==> config.mk <==
export PLATFORM = sky130hd
export DESIGN_NAME = toy_ldq_mem_tracker
export DESIGN_NICKNAME = d
export VERILOG_FILES = /design/src/rtl/toy_ldq_mem_tracker.sv
export SDC_FILE = /design/constraint.sdc
export NUM_CORES = 1
export LEC_CHECK = 0
export ABC_AREA = 1
export CAP_MARGIN = 20
export CORE_UTILIZATION = 51
export CTS_CLUSTER_DIAMETER = 60
export DETAILED_ROUTE_END_ITERATION = 7
export PLACE_DENSITY = 0.85
export SETUP_SLACK_MARGIN = 0.2
export SYNTH_ARGS = -nofsm -noshare
export SYNTH_HDL_FRONTEND = slang
export SYNTH_SLANG_ARGS = --single-unit
==> constraint.sdc <==
create_clock -name clk -period 11.65 [get_ports clk]
set_clock_uncertainty 0.15 [all_clocks]
set_input_delay 3.495 -clock clk [delete_from_list [all_inputs] [get_ports clk]]
set_output_delay 3.495 -clock clk [all_outputs]
set_load 0.01 [all_outputs]
==> src/rtl/toy_ldq_mem_tracker.sv <==
// LDQ memory-load issue register plus in-order in-flight tracker with live/stale epoch accounting.
// Optional protocol checking is enabled by defining TOY_LDQ_MEM_TRACKER_ERR_CHK_EN.
module toy_ldq_mem_tracker #(
    parameter int unsigned DEPTH         = 8,
    parameter int unsigned ADDR_WIDTH    = 32,
    parameter int unsigned DATA_WIDTH    = 64,
    parameter int unsigned REG_IDX_WIDTH = 6,
    parameter int unsigned BRANCH_WIDTH  = 3,
    localparam int unsigned CW           = $clog2(DEPTH) + 1,
    localparam int unsigned PW           = $clog2(DEPTH)
) (
    input  logic                     clk,
    input  logic                     rst_n,
    input  logic                     ld_req_vld,
    output logic                     ld_req_rdy,
    input  logic [ADDR_WIDTH-1:0]    ld_req_addr,
    input  logic [REG_IDX_WIDTH-1:0] ld_req_rd_idx,
    input  logic [BRANCH_WIDTH-1:0]  req_branch_id_nxt,
    input  logic                     cancel_edge_en,
    output logic                     mem_req_vld,
    input  logic                     mem_req_rdy,
    output logic [ADDR_WIDTH-1:0]    mem_req_addr,
    output logic [BRANCH_WIDTH-1:0]  mem_req_branch_id,
    input  logic                     mem_ack_vld,
    input  logic [DATA_WIDTH-1:0]    mem_ack_data,
    input  logic                     branch_ack_vld,
    output logic                     wb_vld,
    output logic [REG_IDX_WIDTH-1:0] wb_rd_idx,
    output logic [DATA_WIDTH-1:0]    wb_data,
    output logic [CW-1:0]            outstanding_cnt,
    output logic                     idle,
    output logic                     err
);

    localparam logic [CW:0]   DepthW = (CW + 1)'(DEPTH);
    localparam logic [CW-1:0] DepthC = CW'(DEPTH);

    logic                     vld_q, vld_d;
    logic [ADDR_WIDTH-1:0]    addr_q;
    logic [BRANCH_WIDTH-1:0]  bid_q;
    logic [REG_IDX_WIDTH-1:0] rd_q;
    logic [CW-1:0]            live_q, live_d, stale_q, stale_d;
    logic [PW-1:0]            wr_ptr_q, wr_ptr_d, rd_ptr_q, rd_ptr_d;
    logic [REG_IDX_WIDTH-1:0] fifo_q [DEPTH];
    logic                     wb_vld_q, idle_q;
    logic [REG_IDX_WIDTH-1:0] wb_rd_idx_q;
    logic [DATA_WIDTH-1:0]    wb_data_q;

    logic        accept, handshake, push, live_pop, stale_ack;
    logic [CW:0] credit_sum, stale_sum;

    assign outstanding_cnt   = live_q + stale_q;
    assign credit_sum        = {1'b0, outstanding_cnt} + (CW + 1)'(vld_q);
    assign ld_req_rdy        = (~vld_q | mem_req_rdy) & (credit_sum < DepthW) & ~cancel_edge_en;
    assign accept            = ld_req_vld & ld_req_rdy;
    assign handshake         = vld_q & mem_req_rdy;
    assign push              = handshake & ~cancel_edge_en;
    // Acks against an empty class are ignored so the counters never underflow.
    assign live_pop          = mem_ack_vld & branch_ack_vld & (live_q != '0);
    assign stale_ack         = mem_ack_vld & ~branch_ack_vld & (stale_q != '0);

    assign mem_req_vld       = vld_q;
    assign mem_req_addr      = addr_q;
    assign mem_req_branch_id = bid_q;
    assign wb_vld            = wb_vld_q;
    assign wb_rd_idx         = wb_rd_idx_q;
    assign wb_data           = wb_data_q;
    assign idle              = idle_q;

    always_comb begin
        vld_d = vld_q;
        if (accept) begin
            vld_d = 1'b1;
        end else if (handshake || cancel_edge_en) begin
            vld_d = 1'b0;
        end

        live_d   = live_q;
        wr_ptr_d = wr_ptr_q;
        rd_ptr_d = rd_ptr_q;
        if (push) wr_ptr_d = wr_ptr_q + PW'(1);
        if (live_pop) rd_ptr_d = rd_ptr_q + PW'(1);
        if (cancel_edge_en) begin
            live_d   = '0;
            rd_ptr_d = wr_ptr_q;
        end else if (push && !live_pop && live_q != DepthC) begin
            live_d = live_q + CW'(1);
        end else if (live_pop && !push) begin
            live_d = live_q - CW'(1);
        end

        // On cancel everything still live (minus this cycle's pop) becomes stale.
        stale_sum = {1'b0, stale_q};
        if (stale_ack) stale_sum = stale_sum - (CW + 1)'(1);
        if (cancel_edge_en) begin
            stale_sum = stale_sum + {1'b0, live_q} - (CW + 1)'(live_pop) + (CW + 1)'(handshake);
        end
        if (stale_sum > DepthW) stale_sum = DepthW;
        stale_d = stale_sum[CW-1:0];
    end

    always_ff @(posedge clk or negedge rst_n) begin
        if (!rst_n) begin
            vld_q       <= 1'b0;
            addr_q      <= '0;
            bid_q       <= '0;
            rd_q        <= '0;
            live_q      <= '0;
            stale_q     <= '0;
            wr_ptr_q    <= '0;
            rd_ptr_q    <= '0;
            wb_vld_q    <= 1'b0;
            wb_rd_idx_q <= '0;
            wb_data_q   <= '0;
            idle_q      <= 1'b0;
        end else begin
            vld_q    <= vld_d;
            live_q   <= live_d;
            stale_q  <= stale_d;
            wr_ptr_q <= wr_ptr_d;
            rd_ptr_q <= rd_ptr_d;
            wb_vld_q <= live_pop;
            idle_q   <= ~vld_d & ((live_d + stale_d) == '0);
            if (accept) begin
                addr_q <= ld_req_addr;
                bid_q  <= req_branch_id_nxt;
                rd_q   <= ld_req_rd_idx;
            end
            if (live_pop) begin
                wb_rd_idx_q <= fifo_q[rd_ptr_q];
                wb_data_q   <= mem_ack_data;
            end
        end
    end

    always_ff @(posedge clk) begin
        if (push) fifo_q[wr_ptr_q] <= rd_q;
    end

`ifdef TOY_LDQ_MEM_TRACKER_ERR_CHK_EN
    logic err_q;
    always_ff @(posedge clk or negedge rst_n) begin
        if (!rst_n) begin
            err_q <= 1'b0;
        end else if ((mem_ack_vld && outstanding_cnt == '0) || (branch_ack_vld && !mem_ack_vld) ||
                     (push && outstanding_cnt == DepthC)) begin
            err_q <= 1'b1;
        end
    end
    assign err = err_q;
`else
    assign err = 1'b0;
`endif

endmodule

Yosys cells after proc, flatten, opt, wreduce, memory -nomap -nowiden --
Memories as Yosys holds them, arrays and structs flattened. A register that Yosys moved wholly into a read port is not among the register bits. Cells that the tools add are included.
Storage, ports and cells: register bits after elaboration 122, bits in writable memories 48, bits of input ports 112, output and inout bits 114, logic and storage cells 64, memories kept 1
Memory list:
- fifo_q | depth 8, bits a word 6, read ports 1, clocked after Yosys merged registers in 1, wr ports 1, RTL line 44 | logic [REG_IDX_WIDTH-1:0] fifo_q [DEPTH];
Cells by class: $add $sub $neg 11, $lt $le $gt $ge 2, equality and inequality tests 1, mux-type cells 12, bitwise operators 15, reductions and logical operators 11
Operators with widths (count):
- $mux 4 | 4
- $and 1x1->1 | 10
- $mux 5 | 2
- $add 4x4->4 | 2
- $reduce_bool 4->1 | 2
- $add 3x1->3 const B | 2
- $mux 3 | 2
- $add 4x1->5 | 1
- $add 5x1->5 | 1
- $add 5x4->5 | 1
- $gt 5x4->1 const B | 1
- $lt 5x4->1 const B | 1
- $sub 4x1->5 const B | 1
- $sub 5x1->5 | 1
- $add 4x1->4 const B | 1
- $logic_not 4->1 | 1
- $mux 1 | 4
- $ne 4x4->1 const B | 1
- $not 1->1 | 4
- $sub 4x1->4 const B | 1
- $logic_and 1x1->1 | 3
- $logic_not 1->1 | 3
- $reduce_bool 2->1 | 1
- $logic_or 1x1->1 | 1
- $or 1x1->1 | 1

Depth between registers and ports, before layout --
depth in word-level cells 13, gate-level depth with buffers 26, depth with buffers taken out 26

Worst setup path before layout --
OpenSTA, ideal clock, no wires.
path type input to output, from input cancel_edge_en, to output ld_req_rdy, arrival time 3.992 ns, data required time 8.005 ns, setup slack 4.013 ns, cell stages on the path 2, path buffers 1, cell sequence clkbuf_1 -> nor3_1
Between the ends: word-level cells in the longest chain between the ends 2
Ends and longest elaborated chain:
- start, declared | RTL line 19 | input logic cancel_edge_en,
- $not 1->1 | RTL line 54 | assign ld_req_rdy = (~vld_q | mem_req_rdy) & (credit_sum < DepthW) & ~cancel_edge_en;
- $and 1x1->1 | RTL line 54
- end, declared | RTL line 15 | output logic ld_req_rdy,
Every way passes these cells.

Final worst setup path --
Same ends and word-level chain as after synthesis.

==> flow_summary.yaml <==
yosys:
  synth-seq-cells: 176
  ys_warn_count: 0
  synth_top_family_by_area: "simple AND/OR/NAND/NOR gates"
  synthesis.area_um2: 7690
  syn-num-nets: 845
  synth_top_cells_by_count: "nand2_1 (254), dfrtp_1 (128), inv_1 (50), edfxtp_1 (48), mux2_4 (40)"
  yosysSeqAreaShare_pct: 60.4
  async_flop_share_pct: 72.7
  syn_inst: 711
  synthMuxAreaShare_pct: 9.66
  synth_edf_count: 48
  syn_avg_cell_area_um2: 10.8
  synth-compound-area-share_pct: 4.62
  yosysUniqueCellTypes: 34
  synth_adder_area_share_pct: 3.97
  synthXorXnorAreaFrac_pct: 0.781
  yosysTopAreaCellShare_pct: 41.7
  post_synth_main_area_contributors: "dfrtp_1 (42%), edfxtp_1 (19%), nand2_1 (12%)"
  ys.flop_type: "dfrtp_1"
  synth_most_common_cell: "nand2_1"
  yosys.area_share.simple_pct: 16.0
  yosysTopAreaCell: "dfrtp_1"
cts:
  post_cts_resized: 0
  cts_tree: "yes"
  cts_buffers: 17
  clk_latency_ns: 0.42
  htree_levels: 4
  holdBufCountCts: 0
  postCtsSetupRepairBufs: 0
  max-clock-path-buffers: 2
  cts-root-buf: "clkbuf_16"
  cts.sinks: 176
  path_clk_slew_ns: 0.06
finish:
  finalInstanceArea_um2: 10700
  area_growth_pct: 38.5
  multi_input_area_um2: 2700
  nets: 1064
  n_fill_cell: 1046
  antenna_cells: 0
  final_layout_size_suffix_gt1_share_pct: 9.44
  area.sequential_um2: 4640
  fin_util_pct: 72.7
floorplan:
  ios: 226
  die_height_um: 125
  dieWidth_um: 125
  rows: 44
  dieArea_um2: 15600
  design.core.area_um2: 14600
  initial_core_util_pct: 52.5
timing:
  max_slew_margin_pct: 33.9
  drv_slew: 0
  min_period_over_period_pct: 74.4
  fin_ws_ns: 2.98
  tightestPinTransition_ns: 0.991
  period_minus_slack_ns: 8.67
  rsz0062_at_grt: "no"
  tns_ns: 0
  hold_viol_final: 0
  hold_ws_ns: 0.326
  setup_violations: 0
  max_freq_mhz: 115
global_routing:
  grt_pass1_vias: 5707
  grt.overflow.total: 0
  track_usage_pct: 24.4
  grt_max_degree: 81
  grt_pass1_wl_um: 29200
  antenna_found_initial: 0
worst_setup_path:
  arrival_ns: 5.02
  cpMostUsedCell: "clkdlybuf4s50_1"
  cp-start-kind: "primary input"
  cpPeakStageDelay_ns: 0.68
  cp.required_ns: 8.01
  end_kind: "primary output"
  crit_path_start: "cancel_edge_en"
  cp_cell_sequence: "clkdlybuf4s50_1, nor3_1, clkdlybuf4s50_1"
  cp_max_fo: 14
  criticalPathCategory: "in -> out"
  critPathSlowestCell: "clkdlybuf4s50_1"
  rr_startpoint: "stale_q[1]"
routing:
  viasPerCell: 5.07
  drtIter0Drc: 353
  postRouteWirelength_um: 18200
  drc: 40
  wl_per_cell_um: 16.1
  route.vias.total: 5716
  drt_pass1_iterations: 7
  antenna_left: 0
placement:
  placed_area_um2: 10000
  portBuffers: 224
  dp.final_hpwl_um: 12200
  place_congestion: 0.866
  dp_slack_ns: 3.00
power:
  combPwrFrac_pct: 41.9
  switching_share_pct: 33.1
  clockPowerShare_pct: 21.0
  power_density_nw_per_um2: 256
  p_sw_mw: 0.903
  p_leak_nw: 4.98
  ir_drop_mv: 0.154
  p_int_mw: 1.82
  pwr-share-seq_pct: 37.1
worst_hold_path:
  hold_path.class: "reg -> reg"
  hp-start: "wb_data[10]"
run_status:
  violations: "design-rule violations"
  status: "finished with violations"
job:
  drv_cap: 0
==> registers in the layout (all words and copies together), names as in the netlist <==
signal	cells
fifo_q	48
idle	1
live_q	4
mem_req_addr	32
mem_req_branch_id	3
mem_req_vld	1
rd_ptr_q	3
rd_q	6
stale_q	4
wb_data	64
wb_rd_idx	6
wb_vld	1
wr_ptr_q	3
==> final timing paths <==
check	end	slack, ns	cells past startpoint
worst max-delay path	ld_req_rdy	2.98	3
worst min-delay path	wb_data[10]	0.33	2
worst max register to register	idle	7.11	20
worst min register to register	wb_data[10]	0.33	2
max in group asynchronous	mem_req_addr[10]	7.12	2
min in group asynchronous	wb_rd_idx[3]	2.87	1
==> power groups by stage <==
stage	registers, mW	clock network (mW)	logic, mW
CTS	1.01	0.583	1.15
finish	1.01	0.573	1.14
floorplan	1.07	0	0.536
global route	1.04	0.610	1.25
detailed placement	1.02	0	1.14
global placement	1.01	0	1.10
==> cell type report <==
| class | instances | area share (%) |
|---|---|---|
| clock buffers | 20 | 4.49 |
| clock inverters | 12 | 1.22 |
| inverters | 50 | 1.76 |
| multi-input cells | 456 | 25.3 |
| flip-flops and latches | 176 | 43.6 |
| well taps | 184 | 2.16 |
| repair buffers | 229 | 21.4 |
==> cell families after synthesis <==
| group | after synthesis |
|---|---|
| AOI/OAI and AO/OA | 63 |
| xor gates and xnor gates | 6 |
| adders and majority gates | 22 |
| buffers and inverters | 79 |
| DFF | 176 |
| muxes | 54 |
| other | 1 |
| and+or+nand+nor | 310 |
==> worst max-delay path, delay by kind of cell <==
kind / cells / cell delay [ns]
buffers and inverters: 2 / 1.24
and+or+nand+nor: 1 / 0.28
==> per-stage QoR <==
| step | power [mW] | instances |
|---|---|---|
| 6_report | 2.73 | 1127 |
| 5_1_grt | 2.90 | 1127 |
| 4_1_cts | 2.74 | 1127 |
| 3_5_place_dp | 2.15 | 1095 |
| 3_3_place_gp | 2.11 | 1095 |
| 2_1_floorplan | 1.61 | 711 |
==> layout by cell type, fill, tap and decap left out, types with 2 or more instances in the layout <==
master           instances
edfxtp_1                48
clkinv_2                 4
inv_1                   49
dfrtp_1                128
inv_6                    2
or2_2                    3
nand3b_1                 2
a21oi_1                 21
nand3_1                 24
nand4_1                  2
fa_1                     4
mux2_4                  40
clkbuf_16               18
xor2_1                   4
mux2i_1                 12
clkinvlp_4               2
nor3_1                   2
o21ai_0                 26
nor2_1                  20
ha_1                    18
clkdlybuf4s50_1        223
clkinv_4                 2
bufinv_16                2
nand2_1                253
o211ai_1                12
mux2_2                   2
buf_4                    5
clkbuf_8                 2
==> metal layers <==
metal	global-route usage, %	wire length (µm)
met5	0	0
met2	41.7	9050
met4	12.4	644
met3	5.11	1160
met1	29.3	7330
Note: power is estimated with default switching activity, not from simulation.
